==> src/rtl/mem_request_arbiter.sv <==
// +----------------------------------------------------------------------------+
// | mem_request_arbiter                                                        |
// | Arbitrates instruction fetch and data load/store onto one shared RAM port. |
// | Revision: 1.0                                                              |
// +----------------------------------------------------------------------------+
`default_nettype none

module mem_request_arbiter #(
  parameter int ADDR_W    = 32,
  parameter int DATA_W    = 32,
  parameter int TIMEOUT   = 16,
  parameter int DATA_PRIO = 1
) (
  input  logic              clk,
  input  logic              nRST,
  input  logic              i_req,
  input  logic [ADDR_W-1:0] i_addr,
  input  logic              d_ren,
  input  logic              d_wen,
  input  logic [ADDR_W-1:0] d_addr,
  input  logic [DATA_W-1:0] d_wdata,
  input  logic [DATA_W-1:0] ram_rdata,
  input  logic              ram_ready,
  output logic              i_ready,
  output logic [DATA_W-1:0] i_rdata,
  output logic              d_ready,
  output logic [DATA_W-1:0] d_rdata,
  output logic [ADDR_W-1:0] ram_addr,
  output logic [DATA_W-1:0] ram_wdata,
  output logic              ram_ren,
  output logic              ram_wen,
  output logic              err,
  output logic              busy
);

  localparam logic [7:0] c_TMO_LAST = 8'(TIMEOUT - 1);

  typedef enum logic [1:0] {
    IDLE   = 2'd0,
    IFETCH = 2'd1,
    DREAD  = 2'd2,
    DWRITE = 2'd3
  } state_t;

  state_t            r_state;
  state_t            w_next;
  logic [ADDR_W-1:0] r_addr;
  logic [DATA_W-1:0] r_wdata;
  logic [7:0]        r_cnt;
  logic              r_i_ready;
  logic              r_d_ready;
  logic              r_err;
  logic [DATA_W-1:0] r_i_rdata;
  logic [DATA_W-1:0] r_d_rdata;

  logic w_i_req;
  logic w_d_req;
  logic w_grant_i;
  logic w_grant_d;
  logic w_access;
  logic w_timeout;
  logic w_done;

  // A requester whose ready pulse is out is already served; its still-high
  // level request must not be re-granted, which also hands the port to the
  // other side next (starvation avoidance).
  assign w_i_req   = i_req & ~r_i_ready;
  assign w_d_req   = (d_ren | d_wen) & ~r_d_ready;
  assign w_access  = (r_state != IDLE);
  assign w_timeout = w_access & ~ram_ready & (r_cnt == c_TMO_LAST);
  assign w_done    = w_access & (ram_ready | w_timeout);

  always_ff @(posedge clk or negedge nRST) begin
    if (!nRST) begin
      r_state <= IDLE;
    end else begin
      r_state <= w_next;
    end
  end

  always_comb begin
    w_next    = r_state;
    w_grant_i = 1'b0;
    w_grant_d = 1'b0;
    ram_ren   = 1'b0;
    ram_wen   = 1'b0;
    case (r_state)
      IDLE: begin
        if (w_d_req && ((DATA_PRIO != 0) || !w_i_req)) begin
          w_grant_d = 1'b1;
          w_next    = d_wen ? DWRITE : DREAD;
        end else if (w_i_req) begin
          w_grant_i = 1'b1;
          w_next    = IFETCH;
        end
      end
      IFETCH, DREAD: begin
        ram_ren = 1'b1;
        if (w_done) w_next = IDLE;
      end
      DWRITE: begin
        ram_wen = 1'b1;
        if (w_done) w_next = IDLE;
      end
    endcase
  end

  always_ff @(posedge clk or negedge nRST) begin
    if (!nRST) begin
      r_addr    <= '0;
      r_wdata   <= '0;
      r_cnt     <= '0;
      r_i_ready <= 1'b0;
      r_d_ready <= 1'b0;
      r_err     <= 1'b0;
      r_i_rdata <= '0;
      r_d_rdata <= '0;
    end else begin
      r_i_ready <= 1'b0;
      r_d_ready <= 1'b0;
      r_err     <= 1'b0;

      if (w_grant_d) begin
        r_addr  <= d_addr;
        r_wdata <= d_wdata;
        r_cnt   <= '0;
      end else if (w_grant_i) begin
        r_addr <= i_addr;
        r_cnt  <= '0;
      end else if (w_access && !ram_ready) begin
        r_cnt <= r_cnt + 8'd1;
      end

      // Read data registers only move on a genuine completion, never on abort.
      if (w_done) begin
        r_err <= w_timeout;
        if (r_state == IFETCH) begin
          r_i_ready <= 1'b1;
          if (!w_timeout) r_i_rdata <= ram_rdata;
        end else begin
          r_d_ready <= 1'b1;
          if ((r_state == DREAD) && !w_timeout) r_d_rdata <= ram_rdata;
        end
      end
    end
  end

  assign i_ready   = r_i_ready;
  assign d_ready   = r_d_ready;
  assign err       = r_err;
  assign i_rdata   = r_i_rdata;
  assign d_rdata   = r_d_rdata;
  assign ram_addr  = r_addr;
  assign ram_wdata = r_wdata;
  assign busy      = w_access;

endmodule

`default_nettype wire

==> config.mk <==
export PLATFORM = sky130hd
export DESIGN_NAME = mem_request_arbiter
export DESIGN_NICKNAME = d
export VERILOG_FILES = /design/src/rtl/mem_request_arbiter.sv
export SDC_FILE = /design/constraint.sdc
export NUM_CORES = 1
export LEC_CHECK = 0
export CAP_MARGIN = 0
export CORE_ASPECT_RATIO = 1.75
export CORE_MARGIN = 1.5
export CORE_UTILIZATION = 42
export DETAILED_ROUTE_END_ITERATION = 16
export GPL_TIMING_DRIVEN = 1
export PLACE_DENSITY = 0.89
export SETUP_SLACK_MARGIN = 0.05
export SYNTH_ARGS = -nofsm -noshare
export SYNTH_HDL_FRONTEND = slang
export SYNTH_SLANG_ARGS = --single-unit
==> constraint.sdc <==
create_clock -name clk -period 2 [get_ports clk]
set_input_delay 0.2 -clock clk [delete_from_list [all_inputs] [get_ports clk]]
set_output_delay 0.2 -clock clk [all_outputs]
set_load 0.005 [all_outputs]
==> metrics.yaml, run 1 <==
run_status:
  status: "complete, no violations"
timing:
  slew_violations: 0
  worstMarginPinSlew_ns: 0.528
  max_slew_margin: 0.648
  fin_crit_ns: 1.89
  finalSetupViolCount: 0
  fin_crit_sh: 0.945
  hold_viol_final: 0
  skew_ns: 0.00722
  fmax_mhz: 529
  rsz0062_at_grt: "no"
  setup_tns_ns: 0
synthesis:
  synth_cells: 447
  yosys.area.top_type: "dfrtp_1"
  yosysWarnings: 0
  avgSynthCellArea_um2: 13.1
  synth_area_um2: 5870
  synth_area_leaders: "dfrtp_1, mux2_2, mux2_4"
  yosysTopAreaCellShare: 0.601
  synth_fp_nets: 587
  synthArstFlopShare: 1.00
  synth_seq_area_share: 0.601
  yosys-top-cells-count: "dfrtp_1, nand2_1, mux2_2"
  synthFlopType: "dfrtp_1"
  synth_most_common_cell: "dfrtp_1"
  synth_edf_count: 0
  synth_seq_cells: 141
  synth.distinct_cells: 37
power_and_ir_drop:
  switching_share: 0.295
  p_leak_nw: 4.00
  pwr-share-comb: 0.448
  ir_worst_vdd_uv: 952
  power.switching_w: 0.00436
  p_int_w: 0.0104
  clkPwrFrac: 0.210
  seq_power_share: 0.342
  total_power_w: 0.0148
  p_per_area_nw_per_um2: 1580
routing:
  ant_nets: 0
  routed_wl_um: 15400
  wl_per_cell_um: 16.9
  dr.pass1.iters: 4
  drt-initial-drc-count: 186
  vias_per_cell: 4.99
  drc: 0
  via_count: 4542
cts:
  numCtsBuffers: 17
  path_clk_slew_ns: 0.06
  htree_levels: 4
  cts_tree: "done"
  clockRootBuffer: "clkbuf_16"
  cts_sinks: 141
  clock_latency_ns: 0.41
  clock_path_buffers: 2
worst_setup_path:
  reg2reg_from: "r_state[0]"
  cp-endpoint: "d_rdata[31]"
  cp-startpoint: "r_state[0]"
  cp.arrival_ns: 2.18
  r2r_slack_ns: 0.11
  ff2ff_path_depth: 5
  critPathMaxFanout: 32
  r2r-end: "d_rdata[31]"
  crit_type: "reg -> reg"
  cp.required_ns: 2.29
  start_kind: "register"
  endpoint_kind: "register"
placed_design:
  portBuffers: 267
  place_hpwl_um: 11600
  routabilityCongestion: 0.830
grt:
  gr-total-overflow: 0
  grt_pass1_vias: 5078
  antenna_found_initial: 0
  grt_max_degree: 56
  grt_pass1_wl_um: 25100
  grt.total_usage: 0.218
cells_and_area:
  post-route-util: 0.680
  drive_above_1_share: 0.203
  nFillCells: 956
  fin_nets: 862
  synthToLayoutAreaGrowth_pct: 59.4
  regArea_um2: 3530
  multi_input_area_um2: 2160
  antenna_cells: 0
run:
  maxCapViolCount: 0
die:
  die_area_um2: 14700
  die_w_um: 92.4
  rows: 57
  initial_core_util: 0.427
  io_pins: 268
  fp.dieH_um: 159
  core_um2: 13800
min_path:
  holdCritPathClass: "in -> async"
[power by group through the flow]
stage,combinational (W),clock (W),sequential [W]
6_report,0.00663,0.00310,0.00506
5_1_grt,0.00713,0.00333,0.00522
4_1_cts,0.00670,0.00318,0.00507
3_5_place_dp,0.00666,0,0.00509
3_3_place_gp,0.00640,0,0.00501
2_1_floorplan,0.00284,0,0.00510
[state kept, by name, indices dropped and copies added, names as in the netlist]
signal     cells
ram_addr      32
r_cnt          8
err            1
d_rdata       32
ram_wdata     32
d_ready        1
i_rdata       32
r_state        2
i_ready        1
[worst min-delay path by stage]
stage               cells past startpoint  slack, ns     endpoint
finish                                  2       0.33   d_rdata[2]
CTS                                     2       0.34   d_rdata[2]
global placement                        1       0.19   d_rdata[2]
floorplan                               0       -0.1   d_rdata[0]
detailed placement                      1       0.20   d_rdata[2]
global route                            3       0.35  ram_addr[8]
[worst max-delay path, stage by stage, from the launching register on]
cell and delay (ns):
dfrtp_1 0.40, buf_4 0.14, ha_1 0.24, and4bb_2 0.34, buf_12 0.26, mux2_2 0.37
[routing by layer]
layer | track usage | vias up | part of all wire
met3 | 0.0568 | 37 | 0.065
met5 | 0 | - | 0
met4 | 0.108 | 0 | 0.033
li1 | - | 2093 | -
met1 | 0.230 | 2194 | 0.36
met2 | 0.391 | 218 | 0.54
[logic make-up after synthesis]
kind of cell | count (synthesis) | share of synthesized area
flip-flops | 141 | 0.601
AND/OR/NAND/NOR | 124 | 0.0899
multiplexers | 97 | 0.205
AO/OA/AOI/OAI | 45 | 0.0528
buffers and inverters | 29 | 0.0313
adder cells (fa/ha/maj) | 6 | 0.0128
XOR/XNOR | 5 | 0.00745
[cells in the final DEF (no fill, tap or decap), types with 2 or more instances in the layout]
master           instances
xor2_1                   4
inv_6                    2
nand4_1                  3
clkbuf_8                 2
clkdlybuf4s50_1        264
bufinv_16                2
a21oi_1                  2
a31oi_1                 34
dfrtp_1                141
ha_1                     5
mux2_1                   3
nor2_1                  40
mux2_2                  64
clkinvlp_4               2
clkinv_4                 4
mux2_4                  30
and2_1                   2
nand2_1                 69
buf_12                   5
buf_4                    8
clkinv_2                 2
inv_1                    3
clkbuf_16               17
and4bb_2                 3
[through the flow]
| stage | cell area, um2 | std cells | hold WS [ns] | setup WS (ns) |
|---|---|---|---|---|
| 2_1_floorplan | 5870 | 447 | -0.0956 | 0.261 |
| 3_3_place_gp | 8750 | 877 | 0.190 | 0.202 |
| 3_5_place_dp | 8750 | 877 | 0.198 | 0.133 |
| 4_1_cts | 9350 | 910 | 0.335 | 0.0550 |
| 5_1_grt | 9370 | 911 | 0.353 | 0.0599 |
| 6_report | 9370 | 911 | 0.329 | 0.110 |
[repair_timing]
| item | in CTS | in global routing |
|---|---|---|
| hold endpoints to repair | 53 | 0 |
| gates cloned | 0 | 0 |
| setup endpoints to repair | 2 | 2 |
| buffers inserted | 1 | 1 |
| hold buffers | 1 | 0 |
| gates resized for setup | 1 | 2 |
[layout make-up]
class                      count  share of cell area
clock inverter                12              0.0147
timing repair buffer         281               0.304
tap                          177              0.0236
multi-input combinational    277               0.231
inverter                       4             0.00160
clock buffer                  19              0.0484
sequential                   141               0.377
No activity file was read; power rests on OpenSTA's default activity.
==> run 2, diff against run 1 <==
--- a/config.mk
+++ b/config.mk
@@ -7,8 +7,8 @@
 export LEC_CHECK = 0
 export CAP_MARGIN = 0
 export CORE_ASPECT_RATIO = 1.75
-export CORE_MARGIN = 1.5
 export CORE_UTILIZATION = 42
+export CTS_CLUSTER_SIZE = 14
 export DETAILED_ROUTE_END_ITERATION = 16
 export GPL_TIMING_DRIVEN = 1
 export PLACE_DENSITY = 0.89
==> constraint.sdc (replaced) <==
create_clock -name clk -period 2 [get_ports clk]
set_input_delay 0.4 -clock clk [delete_from_list [all_inputs] [get_ports clk]]
set_output_delay 0.4 -clock clk [all_outputs]
set_load 0.005 [all_outputs]
==> metrics.yaml, run 2 (synthesis gave the netlist of run 1 again) <==
timing:
  max_slew_margin: 0.730
  rsz0062_at_grt: "no"
  fin_crit_sh: 0.932
  fmax_mhz: 536
  finalSetupViolCount: 0
  skew_ns: 0.00760
  worstMarginPinSlew_ns: 0.401
  timing.hold.ws_ns: 0.449
  hold_viol_final: 0
  slew_violations: 0
  fin_crit_ns: 1.86
grt:
  gr-total-overflow: 0
  grt_pass1_wl_um: 24600
  grt_max_degree: 65
  grt_pass1_vias: 4892
  antenna_found_initial: 0
  grt.total_usage: 0.218
cts:
  cts_tree: "done"
  path_clk_slew_ns: 0.06
  htree_levels: 4
  numCtsBuffers: 17
  cts_sinks: 141
  clockRootBuffer: "clkbuf_16"
  clock_path_buffers: 2
  clock_latency_ns: 0.40
min_path:
  holdCritPathClass: "in -> async"
power_and_ir_drop:
  p_per_area_nw_per_um2: 1580
  p_int_w: 0.0105
  seq_power_share: 0.340
  switching_share: 0.296
  clkPwrFrac: 0.211
  p_leak_nw: 4.02
  ir_worst_vdd_uv: 731
  pwr-share-comb: 0.449
  power.switching_w: 0.00441
routing:
  routed_wl_um: 15300
  via_count: 4534
  drt-initial-drc-count: 191
  dr.pass1.iters: 4
  vias_per_cell: 4.97
  drc: 0
  wl_per_cell_um: 16.8
  ant_nets: 0
worst_setup_path:
  start_kind: "register"
  cpMaxStageDelayCell: "dfrtp_1"
  crit_buf_inv: 2
  cp-startpoint: "r_state[0]"
  critical_path.max_stage_delay_ns: 0.40
  crit_family: "flip-flops"
  cp.required_ns: 2.28
  critPathMaxFanout: 19
  crit_type: "reg -> reg"
  cp.arrival_ns: 2.14
  crit_chain: "buf_4 > ha_1 > and4bb_2 > buf_12 > mux2_4"
  reg2reg_from: "r_state[0]"
  endpoint_kind: "register"
die:
  die_area_um2: 14500
  io_pins: 268
  fp.dieH_um: 158
  core_um2: 13500
  rows: 56
  initial_core_util: 0.434
  die_w_um: 91.4
cells_and_area:
  drive_above_1_share: 0.210
  final_common_cell: "clkdlybuf4s50_1"
  antenna_cells: 0
  fin_nets: 866
  final_cell_mix: "clkdlybuf4s50_1, dfrtp_1, nand2_1"
  nFillCells: 953
  synthToLayoutAreaGrowth_pct: 60.5
  regArea_um2: 3530
  multi_input_area_um2: 2170
  stdcell_count: 913
run:
  maxCapViolCount: 0
placed_design:
  routabilityCongestion: 0.770
  portBuffers: 267
  place_inst: 878
  place_hpwl_um: 11700
run_status:
  status: "complete, no violations"
## run 2: worst register-to-register path, cell delays in order (launching register included)
cell and delay, ns:
dfrtp_1 0.40, buf_4 0.15, ha_1 0.26, and4bb_2 0.40, buf_12 0.21, mux2_4 0.32
## run 2: power groups by stage
stage / clock (W) / combinational [W] / sequential, W
global placement: 0 / 0.00648 / 0.00502
detailed placement: 0 / 0.00671 / 0.00510
floorplan: 0 / 0.00284 / 0.00510
finish: 0.00315 / 0.00669 / 0.00506
CTS: 0.00323 / 0.00677 / 0.00507
global route: 0.00336 / 0.00720 / 0.00522
## run 2: area by class of cell
type	count	area share
tap	174	0.0231
clock buffer	19	0.0470
timing repair buffer	285	0.307
clock inverter	13	0.0165
sequential	141	0.374
inverter	4	0.00159
multi-input combinational	277	0.231
## run 2: final timing paths
path                                to  slack (ns)  depth (start not counted)
min reg2reg                   r_cnt[7]        0.50                          1
min                        d_rdata[15]        0.45                          2
min in group clk              r_cnt[7]        0.50                          1
max                         d_rdata[4]        0.14                          5
max in group asynchronous  d_rdata[16]        0.99                          3
max reg2reg                 d_rdata[4]        0.14                          5
## run 2: through the flow
stage               power (W)  cell area (um2)   util  setup TNS [ns]  setup WS, ns
CTS                    0.0151             9430  0.697               0         0.125
global placement       0.0115             8800  0.651               0        0.0291
detailed placement     0.0118             8800  0.651        -0.00649      -0.00649
finish                 0.0149             9430  0.697               0         0.136
global route           0.0158             9430  0.697               0        0.0742
floorplan             0.00794             5870      -               0         0.261
## run 2: timing repair
action                                 4_1_cts  5_1_grt
setup endpoints to repair                    2        0
setup buffers                                2        0
hold buffers                                 1        0
endpoints found under the hold margin       27        0
resized for setup                            7        0
## run 2: per-layer routing
layer  track usage  share of wire
met1         0.243           0.37
met5             0              0
met3        0.0492          0.059
met2         0.397           0.54
met4        0.0899          0.028
